### config.mk
export PLATFORM = sky130hd
export DESIGN_NAME = cnt_v1
export DESIGN_NICKNAME = d
export VERILOG_FILES = /design/src/rtl/cnt_v1.sv
export SDC_FILE = /design/constraint.sdc
export NUM_CORES = 1
export LEC_CHECK = 0
export CAP_MARGIN = 20
export CORE_MARGIN = 5
export CORE_UTILIZATION = 42
export CTS_BUF_LIST = sky130_fd_sc_hd__clkbuf_4 sky130_fd_sc_hd__clkbuf_8
export DETAILED_ROUTE_END_ITERATION = 16
export GPL_TIMING_DRIVEN = 0
export PLACE_DENSITY = 0.7
export SLEW_MARGIN = 10
export SYNTH_ARGS = -nofsm -noshare
export SYNTH_HDL_FRONTEND = slang
export SYNTH_SLANG_ARGS = --single-unit
### constraint.sdc
create_clock -name clk -period 2.5 [get_ports clk]
set_clock_uncertainty 0.2 [all_clocks]
set_input_delay 0.5 -clock clk [delete_from_list [all_inputs] [get_ports clk]]
set_output_delay 0.5 -clock clk [all_outputs]
set_load 0.02 [all_outputs]
### src/rtl/cnt_v1.sv
// ---------------------------------------------------------------------------
// cnt_v1 : 12-LED pattern sequencer for the board LED bank.
//
// A prescaler produces one step tick every DIV clocks while the sequencer is
// running. On each tick the FSM moves the single lit LED left (RUN_L) or
// right (RUN_R), or toggles the whole bank (FLASH). The sequence then
// returns to RUN_L and repeats.
//
// Ports
//   clk    in   1   system clock, all logic on the rising edge
//   rst_n  in   1   synchronous reset, ACTIVE-HIGH despite the name
//   en     in   1   run enable; 0 forces IDLE on the next edge
//   led    out 12   registered LED drive, 1 = lit
//   s_cur  out  2   registered current state (IDLE=0 RUN_L=1 RUN_R=2 FLASH=3)
// ---------------------------------------------------------------------------
module cnt_v1 #(
  parameter int DIV         = 4,  // clocks per step tick, >= 2
  parameter int FLASH_TICKS = 4   // ticks spent in FLASH, >= 1
) (
  input  logic        clk,
  input  logic        rst_n,
  input  logic        en,
  output logic [11:0] led,
  output logic [1:0]  s_cur
);

  localparam int DIV_W = $clog2(DIV);
  // A single flash tick would give a zero-width counter, so keep one bit minimum.
  localparam int FLASH_W = (FLASH_TICKS > 1) ? $clog2(FLASH_TICKS) : 1;

  localparam logic [DIV_W-1:0]   DIV_LAST   = DIV_W'(DIV - 1);
  localparam logic [FLASH_W-1:0] FLASH_LAST = FLASH_W'(FLASH_TICKS - 1);

  typedef enum logic [1:0] {
    IDLE  = 2'd0,
    RUN_L = 2'd1,
    RUN_R = 2'd2,
    FLASH = 2'd3
  } state_t;

  state_t               state_r;
  state_t               state_nxt_s;
  logic [11:0]          led_r;
  logic [11:0]          led_nxt_s;
  logic [DIV_W-1:0]     div_cnt_r;
  logic [DIV_W-1:0]     div_cnt_nxt_s;
  logic [FLASH_W-1:0]   flash_cnt_r;
  logic [FLASH_W-1:0]   flash_cnt_nxt_s;
  logic                 tick_s;

  // Step tick: last prescaler count while running.
  always_comb begin
    tick_s = (state_r != IDLE) && en && (div_cnt_r == DIV_LAST);
  end

  // Next-state, next-LED and counter logic.
  always_comb begin
    state_nxt_s     = state_r;
    led_nxt_s       = led_r;
    div_cnt_nxt_s   = div_cnt_r;
    flash_cnt_nxt_s = flash_cnt_r;

    if (!en) begin
      state_nxt_s     = IDLE;
      led_nxt_s       = 12'h000;
      div_cnt_nxt_s   = {DIV_W{1'b0}};
      flash_cnt_nxt_s = {FLASH_W{1'b0}};
    end else begin
      // Prescaler runs in every non-IDLE state; explicit wrap supports any DIV.
      if (state_r == IDLE) begin
        div_cnt_nxt_s = {DIV_W{1'b0}};
      end else if (tick_s) begin
        div_cnt_nxt_s = {DIV_W{1'b0}};
      end else begin
        div_cnt_nxt_s = div_cnt_r + {{(DIV_W-1){1'b0}}, 1'b1};
      end

      case (state_r)
        IDLE: begin
          state_nxt_s     = RUN_L;
          led_nxt_s       = 12'h001;
          flash_cnt_nxt_s = {FLASH_W{1'b0}};
        end
        RUN_L: begin
          if (!tick_s) begin
            led_nxt_s = led_r;
          end else if (led_r == 12'h800) begin
            // Leftmost reached: turn around, skipping a repeat of bit 11.
            state_nxt_s = RUN_R;
            led_nxt_s   = 12'h400;
          end else begin
            led_nxt_s = {led_r[10:0], 1'b0};
          end
        end
        RUN_R: begin
          if (!tick_s) begin
            led_nxt_s = led_r;
          end else if (led_r == 12'h001) begin
            state_nxt_s     = FLASH;
            led_nxt_s       = 12'hFFF;
            flash_cnt_nxt_s = {FLASH_W{1'b0}};
          end else begin
            led_nxt_s = {1'b0, led_r[11:1]};
          end
        end
        FLASH: begin
          if (!tick_s) begin
            led_nxt_s = led_r;
          end else if (flash_cnt_r == FLASH_LAST) begin
            state_nxt_s     = RUN_L;
            led_nxt_s       = 12'h001;
            flash_cnt_nxt_s = {FLASH_W{1'b0}};
          end else begin
            led_nxt_s       = ~led_r;
            flash_cnt_nxt_s = flash_cnt_r + {{(FLASH_W-1){1'b0}}, 1'b1};
          end
        end
        default: begin
          state_nxt_s     = IDLE;
          led_nxt_s       = 12'h000;
          div_cnt_nxt_s   = {DIV_W{1'b0}};
          flash_cnt_nxt_s = {FLASH_W{1'b0}};
        end
      endcase
    end
  end

  // State and datapath registers; rst_n is an active-high synchronous reset.
  always_ff @(posedge clk) begin
    if (rst_n) begin
      state_r     <= IDLE;
      led_r       <= 12'h000;
      div_cnt_r   <= {DIV_W{1'b0}};
      flash_cnt_r <= {FLASH_W{1'b0}};
    end else begin
      state_r     <= state_nxt_s;
      led_r       <= led_nxt_s;
      div_cnt_r   <= div_cnt_nxt_s;
      flash_cnt_r <= flash_cnt_nxt_s;
    end
  end

  assign led   = led_r;
  assign s_cur = state_r;

endmodule

Word level (Yosys, flattened, before mapping)
Index checks and enable logic that the tools add are counted.
{"block": "word_totals", "regBits": 18, "latch_bits": 0, "inputBits": 3, "n_memories": 0, "ramBits": 0, "mem_bits_ro": 0}
{"block": "op_classes", "div": 0, "order_cmp": 0, "n_bitwise": 2, "n_addsub": 2, "muxes": 19, "shift": 0, "reduce_logical": 10, "n_eq_ne": 13, "multipliers": 0}
{"cell": "12-bit 2-to-1 mux", "count": 6}
{"cell": "12-bit case mux with 4 select lines", "count": 1}
{"cell": "2-bit 2-to-1 mux", "count": 10}
{"cell": "12-bit by 1-bit == test with 1-bit output, second input constant", "count": 1}
{"cell": "12-bit == test, second input constant", "count": 1}
{"cell": "2-bit inequality test, second input constant", "count": 6}
{"cell": "12-bit inverter", "count": 1}
{"cell": "2-bit == test, second input constant", "count": 4}
{"cell": "2-bit case mux with 4 select lines", "count": 1}
{"cell": "2-bit case mux with 3 select lines", "count": 1}
{"cell": "6-bit AND reduction", "count": 1}
{"cell": "2-bit by 1-bit adder with 2-bit output, second input constant", "count": 2}
{"cell": "4-bit AND reduction", "count": 1}
{"cell": "4-bit OR reduction", "count": 1}
{"cell": "3-bit AND reduction", "count": 1}
{"cell": "3-bit nonzero test", "count": 1}
{"cell": "2-bit by 1-bit == test with 1-bit output, second input constant", "count": 1}
{"cell": "1-bit logical AND", "count": 2}
{"cell": "2-bit logical NOT", "count": 1}
{"cell": "2-bit nonzero test", "count": 1}
{"cell": "2-bit OR reduction", "count": 1}
{"cell": "1-bit inverter", "count": 1}

Depth between registers and ports, before layout
{"block": "logic_depth", "word_depth": 5, "mapped_depth": 8, "depth_no_buf": 6}

Least setup slack after synthesis
No wires, ideal clock.
{"block": "synth_timing", "kind": "register to register", "start": "register state_r[0] (netlist: s_cur[0])", "end": "register led_r[10] (netlist: led[10])", "n_path_buf": 2, "setup_slack_ns": 0.056, "setup_ns": 0.070, "period_less_slack_ns": 2.444, "arrival_ns": 2.173, "stages_incl_launch_ff": 9, "cell_sequence": "dfxtp_1 > inv_1 > ha_1 > clkbuf_1 > or3_1 > and2_1 > clkbuf_1 > or3_1 > o2bb2ai_1"}
{"block": "synth_via", "elab_chain_cells": 5, "elab_cells_between_ends": 12, "cone_classes": "6 x eq/ne; 1 x mux; 5 x reduce/logical"}
{"element": "from (decl)", "line_no": "41", "source": "state_t state_r;"}
{"element": "from (signal assigned)", "line_no": "136", "source": "state_r <= state_nxt_s;"}
{"element": "2-bit nonzero test", "line_no": "53", "source": "tick_s = (state_r != IDLE) && en && (div_cnt_r == DIV_LAST);"}
{"element": "1-bit logical AND (2 in series)", "line_no": "53"}
{"element": "2-bit inequality test (no source line)"}
{"element": "3-bit AND reduction (no source line)"}
{"element": "to (signal assigned)", "line_no": "137", "source": "led_r <= led_nxt_s;"}
{"element": "to (decl)", "line_no": "43", "source": "logic [11:0] led_r;"}
Parallel ways exist; a longest one is shown, timed or not.
A chain may end at the register's enable or synchronous reset.

Worst setup path after layout
{"block": "layout_timing", "start": "register led_r[6] (netlist: led[6])", "end": "register flash_cnt_r[0]"}
{"block": "layout_via", "elab_chain_cells": 3}
{"element": "12-bit by 1-bit == test with 1-bit output", "line_no": "98", "source": "end else if (led_r == 12'h001) begin"}
{"element": "2-bit inequality test (no source line)"}
{"element": "4-bit AND reduction (no source line)"}
{"element": "to (signal assigned)", "line_no": "134", "source": "flash_cnt_r <= {FLASH_W{1'b0}};"}
{"element": "to (signal assigned)", "line_no": "139", "source": "flash_cnt_r <= flash_cnt_nxt_s;"}
{"element": "to (decl)", "line_no": "47", "source": "logic [FLASH_W-1:0] flash_cnt_r;"}
Every way passes these cells.

==> summary.md <==
| Metric | Value |
|---|---|
| VDD IR max | `0.293 mV` |
| R2R setup slack | `0.1 ns` |
| EDFF count, synth | `0` |
| Share of cells above drive strength 1 | `9.74%` |
| Vias in the first global route | `1060` |
| Arr. time, crit path | `2.44 ns` |
| PnR worst setup slack | `0.0953 ns` |
| Total grt overflow | `0` |
| Hold_buf cts | `0` |
| Hold Path End | `div_cnt_r[0]` |
| Crit. Startpoint | `led[6]` |
| Post CTS Setup Buffer Count | `0` |
| Die Area | `3700 um^2` |
| CTS tree | `yes` |
| Pre-CTS setup slack | `-0.0752 ns` |
| Number of diodes | `0` |
| Syn_nets | `145` |
| Status | `completed` |
| Min-delay src | `div_cnt_r[0]` |
| Ports | `17` |
| Clk slew on worst S/H paths | `0.11 ns` |
| Die Ht | `60.8 um` |
| Prevailing post-synth register cell | `dfxtp_1` |
| Drt wl/cell | `13.9 um` |
| Register area share after synthesis | `33.2%` |
| Worst skew pair latency | `0.29 ns` |
| Yosys top cell by area | `dfxtp_1` |
| Nets | `165` |
| Post-DRT Antenna Nets | `0` |
| WL final | `2.55 mm` |
| Yosys cell types | `35` |
| PostCTS Resize Cnt | `2` |
| Max-cap violations | `0` |
| DR pass1 iterations | `4` |
| Worst r2r src | `led[6]` |
| Util after Layout | `53.9%` |
| CP Data Required Time | `2.54 ns` |
| Cell area after synthesis | `1080 um^2` |
| DRC | `0` |
| Setup_tns | `0 ns` |
| Max clock buf depth | `2` |
| Crit end category | `flip-flop` |
| PortBufs | `16` |
| Endpoints failing setup | `0` |
| Area growth, synth to finish | `23.1%` |
| Mapped Avg Cell Area | `8.04 um^2` |
| Fmax | `416 MHz` |
| Gr usage total | `15.6%` |
| Post-route clock period utilization | `96.2%` |
| Total Power | `0.598 mW` |
| Initial Utilization | `43.8%` |
| Cells after synthesis | `135` |
| Final min period | `2.40 ns` |
| Largest fanout on the critical path | `6` |
| Relative slew margins | `69.3%` |
| Slew @ Worst Pin | `0.454 ns` |
| Register bit count reported by yosys | `18` |
| LEAKAGE | `0.451 nW` |
| Top post-synthesis cells by area | `dfxtp_1 33%, o21ai_0 8.8%, ha_1 8.1%` |
| GP Congestion | `0.849` |
| Type of the worst min-delay path | `flip-flop to flip-flop` |
| Fin. max-slew vios | `0` |
| Total CTS buffers | `3` |
| Final HPWL DP | `1.90 mm` |
| Sink Count | `18` |
| RR Endpoint | `flash_cnt_r[0]` |
| Reg2reg path depth | `5` |
| CP Launch Type | `flip-flop` |
| Fill cell count | `240` |
| Largest net degree at the start of global routing | `11` |
| Yosys warns | `0` |
| Storage element area | `363 um^2` |
| Via Count | `1071` |
| Core ar. | `2480 um^2` |
| H-tree depth | `1` |
| Final hold violation count | `0` |
| Vias/cell | `5.82` |
| Hold depth | `1` |
| Post-synth top area share | `33.2%` |
| Initial antenna violation count | `0` |
| Multi-input logic area | `679 um^2` |
| Detailed Route Iter0 Violations | `46` |
| RSZ-0062 raised after global routing | `false` |
| Global-route wire length before repair | `4.43 mm` |
| Kind of critical path | `flip-flop to flip-flop` |
| Die width | `60.8 um` |
| Ys async rst share | `0%` |
| Clock Root Buffer | `clkbuf_4` |
| FP Rows | `18` |
| PD cells | `448 nW/um^2` |
## cell usage after synthesis (2+ instances only)
library cell  instances
nand2b_1              5
clkbuf_1              7
nand3b_1              2
a22oi_1               5
nor2_1                4
nor4_1                2
a211oi_1              6
nor3_1                2
o2bb2ai_1             5
dfxtp_1              18
o41ai_1               3
inv_1                 4
o21ai_0              19
ha_1                  7
nand2_1              14
or4_1                 3
or3_1                 3
a21oi_1               9
## worst max-delay path by stage
stage                           endpoint  slack (ns)  cells after the start
after floorplan                  led[10]        0.06                      8
final                     flash_cnt_r[0]         0.1                      5
after detailed placement          led[7]       -0.08                      8
after global routing              led[6]      0.0003                      7
after global placement            led[2]       -0.05                      8
after CTS                         led[2]        0.02                      8
## cell families after synthesis
logic type | count (synthesis) | synth area share, %
AO/OA/AOI/OAI | 54 | 32.6
AND/OR/NAND/NOR | 41 | 20.3
flip-flops | 18 | 33.2
buffers and inverters | 15 | 5.77
adder cells (fa/ha/maj) | 7 | 8.07
## cell type report
cell class / count / share of cell area [%]
Timing Repair Buffer: 16 / 12.0
Buffer: 10 / 3.28
Sequential cell: 18 / 27.2
Tap cell: 30 / 2.81
Inverter: 4 / 1.12
Clock buffer: 4 / 2.72
Multi-Input combinational cell: 102 / 50.9
## layout by cell type, fill, tap and decap left out, types with 2 or more instances in the layout
cell type         n
o21ai_0          19
dfxtp_1          16
clkdlybuf4s50_1  16
nand2_1          14
a21oi_1           9
ha_1              7
a211oi_1          6
nand2b_1          5
clkbuf_1          5
o2bb2ai_1         5
a22oi_1           5
inv_1             4
clkbuf_4          4
nor2_1            4
or4_1             3
o41ai_1           3
buf_1             2
nand3b_1          2
or3_4             2
nor3_1            2
dfxtp_2           2
## worst max-delay path, stage by stage, from the launching register on
cell and delay [ns]:
dfxtp_1 0.37, or4_1 0.51, clkbuf_2 0.17, o41a_1 0.43
or4_1 0.51, a21oi_1 0.14
## state kept, by name, indices dropped and copies added (netlist names)
register / cells
div_cnt_r: 2
led: 12
flash_cnt_r: 2
s_cur: 2
## routing by layer
metal | routed length (um) | track usage (%)
met1 | 1260 | 20.5
met2 | 1150 | 24.9
met3 | 113 | 3.62
met4 | 29 | 5.88
met5 | 0 | 0
## per-stage QoR
stage               instance area [um^2]  cells  hold slack, ns
CTS                                 1330    185           0.247
global route                        1340    184           0.279
detailed placement                  1280    181           0.230
floorplan                           1080    135           0.207
global placement                    1280    181           0.215
finish                              1340    184           0.244
## report_power, final
part           switching [mW]  internal (mW)  leakage [nW]
clock                  0.0954         0.0888        0.0210
combinational          0.0668         0.0459         0.284
sequential            0.00794          0.293         0.146
total                   0.170          0.427         0.451
No activity file was read; power rests on OpenSTA's default activity.
